## src/rtl/sys_trap_pkg.sv

```systemverilog
// Shared types and constants for the trap/return sequencer.
// Privilege encoding: 0 = system, 1 = user.
package sys_trap_pkg;

    typedef enum logic [1:0] {
        StIdle   = 2'd0,
        StSave   = 2'd1,
        StVector = 2'd2,
        StReturn = 2'd3
    } state_e;

    localparam logic [2:0]  CAUSE_SYSCALL   = 3'd4;
    localparam logic [2:0]  CAUSE_ILL_RTI   = 3'd5;
    localparam logic [15:0] DEF_VEC_BASE    = 16'h0010;
    localparam logic [15:0] DEF_SYSCALL_VEC = 16'h0008;

    // Causes 0..3 are interrupt indices; anything with bit 2 set is synchronous.
    function automatic logic is_irq_cause(input logic [2:0] c);
        return ~c[2];
    endfunction

endpackage

```

## src/rtl/sys_irq_pending.sv

```systemverilog
// Sticky interrupt pending register with a lowest-index priority encoder.
// A line asserted in the same cycle its bit is acknowledged stays pending.
module sys_irq_pending #(
    parameter int unsigned N_IRQ = 4
) (
    input  logic             clk,
    input  logic             rst,
    input  logic [N_IRQ-1:0] irq_i,
    input  logic             take_i,
    output logic             valid_o,
    output logic [1:0]       idx_o,
    output logic [N_IRQ-1:0] pend_o
);

    logic [N_IRQ-1:0] pend_q, pend_d;
    logic [N_IRQ-1:0] ack_mask;

    always_comb begin
        valid_o = 1'b0;
        idx_o   = 2'd0;
        for (int i = N_IRQ - 1; i >= 0; i--) begin
            if (pend_q[i]) begin
                valid_o = 1'b1;
                idx_o   = 2'(i);
            end
        end
    end

    always_comb begin
        ack_mask = take_i ? (N_IRQ'(1) << idx_o) : '0;
        pend_d   = (pend_q & ~ack_mask) | irq_i;
    end

    always_ff @(posedge clk) begin
        if (rst) begin
            pend_q <= '0;
        end else begin
            pend_q <= pend_d;
        end
    end

    assign pend_o = pend_q;

endmodule

```

## src/rtl/sys_trap_ctrl.sv

```systemverilog
// Trap/return sequencer: takes irqs, syscalls and RTIs at instruction boundaries,
// saves return PC and privilege, and redirects the PC and privilege register.
module sys_trap_ctrl
    import sys_trap_pkg::*;
#(
    parameter int unsigned         ADDR_W      = 16,
    parameter int unsigned         N_IRQ       = 4,
    parameter logic [ADDR_W-1:0]   VEC_BASE    = DEF_VEC_BASE,
    parameter logic [ADDR_W-1:0]   SYSCALL_VEC = DEF_SYSCALL_VEC
) (
    input  logic              clk,
    input  logic              rst,
    input  logic [N_IRQ-1:0]  irq_i,
    input  logic              ien_set_i,
    input  logic              instr_boundary_i,
    input  logic              syscall_req_i,
    input  logic              rti_req_i,
    input  logic [ADDR_W-1:0] cur_pc_i,
    input  logic              privilage_i,
    output logic              to_sys_o,
    output logic              privilage_we_o,
    output logic              privilage_level_o,
    output logic              pc_we_o,
    output logic [ADDR_W-1:0] pc_out_o,
    output logic              stall_o,
    output logic              irq_en_o,
    output logic [2:0]        cause_o,
    output logic [ADDR_W-1:0] epc_o
);

    state_e            state_q, state_d;
    logic [2:0]        cause_q, cause_d;
    logic [ADDR_W-1:0] epc_q, epc_d;
    logic              epriv_q, epriv_d;
    logic              irq_en_q, irq_en_d;
    logic              take;
    logic              irq_valid;
    logic [1:0]        irq_idx;
    logic [N_IRQ-1:0]  pend;

    sys_irq_pending #(
        .N_IRQ (N_IRQ)
    ) u_pend (
        .clk     (clk),
        .rst     (rst),
        .irq_i   (irq_i),
        .take_i  (take),
        .valid_o (irq_valid),
        .idx_o   (irq_idx),
        .pend_o  (pend)
    );

    always_ff @(posedge clk) begin
        if (rst) begin
            state_q  <= StIdle;
            cause_q  <= 3'd0;
            epc_q    <= '0;
            epriv_q  <= 1'b0;
            irq_en_q <= 1'b0;
        end else begin
            state_q  <= state_d;
            cause_q  <= cause_d;
            epc_q    <= epc_d;
            epriv_q  <= epriv_d;
            irq_en_q <= irq_en_d;
        end
    end

    // Requests are only looked at in IDLE on a retiring instruction.
    always_comb begin
        state_d = state_q;
        cause_d = cause_q;
        take    = 1'b0;
        unique case (state_q)
            StIdle: begin
                if (instr_boundary_i) begin
                    if (irq_en_q && irq_valid) begin
                        take    = 1'b1;
                        cause_d = {1'b0, irq_idx};
                        state_d = StSave;
                    end else if (syscall_req_i) begin
                        cause_d = CAUSE_SYSCALL;
                        state_d = StSave;
                    end else if (rti_req_i && !privilage_i) begin
                        state_d = StReturn;
                    end else if (rti_req_i) begin
                        cause_d = CAUSE_ILL_RTI;
                        state_d = StSave;
                    end
                end
            end
            StSave:   state_d = StVector;
            StVector: state_d = StIdle;
            StReturn: state_d = StIdle;
            default:  state_d = StIdle;
        endcase
    end

    always_comb begin
        epc_d    = epc_q;
        epriv_d  = epriv_q;
        irq_en_d = irq_en_q;
        unique case (state_q)
            StIdle:   if (ien_set_i) irq_en_d = 1'b1;
            StSave: begin
                epc_d    = cur_pc_i;
                epriv_d  = privilage_i;
                irq_en_d = 1'b0;
            end
            StReturn: irq_en_d = 1'b1;
            default:  ;
        endcase
    end

    always_comb begin
        to_sys_o          = 1'b0;
        privilage_we_o    = 1'b0;
        privilage_level_o = 1'b0;
        pc_we_o           = 1'b0;
        pc_out_o          = '0;
        unique case (state_q)
            StSave: to_sys_o = 1'b1;
            StVector: begin
                pc_we_o  = 1'b1;
                pc_out_o = is_irq_cause(cause_q) ?
                           VEC_BASE + ADDR_W'({cause_q[1:0], 2'b00}) : SYSCALL_VEC;
            end
            StReturn: begin
                privilage_we_o    = 1'b1;
                privilage_level_o = epriv_q;
                pc_we_o           = 1'b1;
                pc_out_o          = epc_q;
            end
            default: ;
        endcase
    end

    assign stall_o  = (state_q != StIdle);
    assign irq_en_o = irq_en_q;
    assign cause_o  = cause_q;
    assign epc_o    = epc_q;

endmodule
```

## config.mk

```make
export PLATFORM = sky130hd
export DESIGN_NAME = sys_trap_ctrl
export DESIGN_NICKNAME = d
export VERILOG_FILES = /design/src/rtl/sys_trap_pkg.sv /design/src/rtl/sys_irq_pending.sv /design/src/rtl/sys_trap_ctrl.sv
export SDC_FILE = /design/constraint.sdc
export NUM_CORES = 1
export LEC_CHECK = 0
export ABC_AREA = 1
export BUFFER_PORTS_ARGS = -buffer_cell sky130_fd_sc_hd__buf_4
export CAP_MARGIN = 20
export CORE_MARGIN = 2
export CORE_UTILIZATION = 40
export CTS_BUF_LIST = sky130_fd_sc_hd__clkbuf_8
export DETAILED_ROUTE_END_ITERATION = 10
export MAX_ROUTING_LAYER = met4
export PLACE_DENSITY = 0.76
export SLEW_MARGIN = 0
export SYNTH_ARGS = -nofsm -noshare
export SYNTH_HDL_FRONTEND = slang
export SYNTH_SLANG_ARGS = --single-unit
```

## constraint.sdc

```tcl
create_clock -name clk -period 1.4 [get_ports clk]
set_input_delay 0.21 -clock clk [delete_from_list [all_inputs] [get_ports clk]]
set_output_delay 0.21 -clock clk [all_outputs]
set_load 0.01 [all_outputs]
```

==> results by group <==
Logic synthesis
  – Flops & latches, synth: 27
  – Post-synthesis average cell area: 7.01 sq um
  – Synth warn: 0
  – Synth cell types: 18
  – Post-synth top area share: 44.0%
  – Top post-synthesis cells by area: dfxtp_1 (44%), nor2_1 (10%), inv_1 (9.2%)
  – Syn_nets: 202
  – Syn Inst Count: 175
  – Post-synth top area cell: dfxtp_1
  – Synth Cell Area: 0.00123 sq mm
  – Sequential area share after synthesis: 44.0%

Timing
  – Hold Vio Cnt, Final: 0
  – Hold_ws: 0.140 ns
  – Period minus WS final: 1.36 ns
  – Fin. max-slew vios: 0
  – Worst setup margin: 0.0359 ns
  – Clock skew: 0.00750 ns
  – Unrepaired setup endpoints after global routing: yes
  – FMAX: 733 MHz
  – Final setup viols: 0
  – Slew @ Worst Pin: 0.220 ns
  – Slew HR: 85.3%
  – Tcrit/Tclk final: 97.4%

Power
  – Pwr dens: 1040 mW/mm^2
  – Worst vdd ir: 480 uV
  – Static leakage: 0.000931 uW

Setup path
  – Startpoint Class: flip-flop
  – Worst-path fanout max: 5
  – WS Path Type: reg2out
  – WP data required: 1.19 ns
  – Crit end category: primary output
  – CP arrival: 1.15 ns

Floorplan
  – Die area: 0.00353 sq mm
  – Chip height: 59.4 um
  – Site Rows: 20
  – Die width: 59.4 um
  – Starting density of the core: 41.2%
  – IO Pins: 68
  – Core area: 0.00298 sq mm

Hold path
  – Hold Crit Class: in2reg

Route
  – Routed length per placed instance: 11.0 um
  – WL met2: 1.42 mm
  – Top sig layer: met4
  – Vias post-DR: 1,318
  – WL met1: 1.38 mm
  – Via/cell ratio: 4.72
  – Drt total wl: 3.07 mm
  – Residual DRC: 0
  – Iter 0 DRT Violations: 56
  – Post-DRT Antenna Nets: 0
  – Metal3 WL: 241 um
  – DRT Pass-1 Iters: 4

GRT
  – Largest net degree at the start of global routing: 30
  – Global-route wire length before repair: 4.95 mm
  – Vias in the first global route: 1,155
  – Congestion Overflow GR: 0
  – Total GRT Usage: 18.7%
  – Initial antenna violation count: 0

Layout
  – Fin util: 62.9%
  – Diode count: 0
  – Fraction of layout cells with a size suffix above 1: 40.7%
  – Nets: 274
  – Non-Filler Cell Area, Final: 0.00187 sq mm
  – Layout Area Growth over Synthesis: 52.7%
  – Non-Filler Instances: 279

CTS
  – TritonCTS Buffers: 3
  – CTS tree: yes
  – Root Buffer: clkbuf_8
  – Insertion delay to the later sink of the worst-skew pair: 0.27 ns
  – Clk sinks: 27
  – Clk slew on worst S/H paths: 0.10 ns
  – Clock buffer depth: 2
  – H-Tree Depth: 1

Status
  – Status: complete, no violations

Place
  – Worst slack, placed: 0.160 ns
  – Post-DP HPWL: 2.38 mm
  – Placement Cell Area: 0.00179 sq mm
  – Port Buffers: 67
  – Placed insts: 274
  – Routability cong.: 0.827

Flow run
  – Max Cap Viol: 0
==> power by group <==
part	switching, uW	internal [uW]
combinational	302	281
clock	240	199
sequential	69.1	863
total	611	1340
==> cell usage after synthesis, drive strengths merged <==
master and n:
nor2 35, inv 32, dfxtp 27, nand2 24
a21oi 23, o21ai 21, clkbuf 4, buf 3
nor3 3, a211oi 1, nand3 1, nand4 1
==> layout by cell type, fill, tap and decap left out, types with 2 or more instances in the layout <==
cell | netlist | routed
nor2_2 | 0 | 2
inv_1 | 30 | 29
inv_2 | 2 | 3
nor2_4 | 1 | 2
nor3_1 | 3 | 3
o21ai_0 | 7 | 6
nand2_1 | 24 | 22
nor2_1 | 34 | 31
a21oi_1 | 13 | 13
dfxtp_4 | 0 | 2
clkbuf_8 | 0 | 3
o21ai_1 | 13 | 14
a21oi_2 | 10 | 10
buf_4 | 0 | 72
dfxtp_1 | 27 | 25
==> sequential cells by signal, summed over array words and instances, names as in the netlist <==
name,count
u_pend.pend_o,4
epriv_q,1
epc_o,16
cause_o,3
state_q,2
irq_en_o,1
==> layer usage <==
| layer | global-route usage, % | vias to the layer above |
|---|---|---|
| met5 | - | - |
| met4 | 4.87 | 0 |
| met3 | 4.15 | 4 |
| met2 | 29.0 | 51 |
| met1 | 24.6 | 578 |
| li1 | - | 685 |
==> kinds of logic after synthesis <==
kind of cell    after synthesis  synth area share (%)
simple gates                 64                  20.8
compound gates               45                  21.9
buf+inv                      39                  13.3
flops                        27                  44.0
==> worst max-delay path, cell delays in order (launching register included) <==
cell and delay, ns:
dfxtp_4 0.39, inv_2 0.06, nor2_4 0.11, nand2_2 0.06, o21ai_1 0.13, buf_4 0.13
==> per-stage QoR <==
step | total power, uW | TNS [ns]
floorplan | 1250 | 0
global placement | 1510 | 0
detailed placement | 1510 | 0
CTS | 1950 | 0
global route | 2080 | -0.0907
finish | 1950 | 0
==> what timing repair did <==
| item | 4_1_cts | 5_1_grt |
|---|---|---|
| pin swaps | 0 | 4 |
| hold endpoints to repair | 0 | 0 |
| endpoints found under the setup margin | 17 | 13 |
| hold buffers | 0 | 0 |
| gates resized for setup | 7 | 7 |
| cloned | 0 | 0 |
| setup buffers | 0 | 1 |
==> final timing paths <==
check / from / end / slack (ns) / cells past startpoint
worst max register to register: u_pend.pend_o[0] / state_q[1] / 0.21 / 6
worst min register to register: epc_o[1] / epc_o[1] / 0.47 / 2
worst min-delay path: irq_i[3] / u_pend.pend_o[3] / 0.14 / 3
worst max-delay path: state_q[1] / pc_out_o[2] / 0.04 / 5
==> layout make-up <==
class                   count  area, sq um
fillers                   285         1100
repair buffers             74          572
flip-flops and latches     27          548
multi-input cells         109          547
inverters                  32          120
clock buffers               3         41.3
well taps                  33         41.3
clock inverters             1         5.00
No activity file was read; power rests on OpenSTA's default activity.
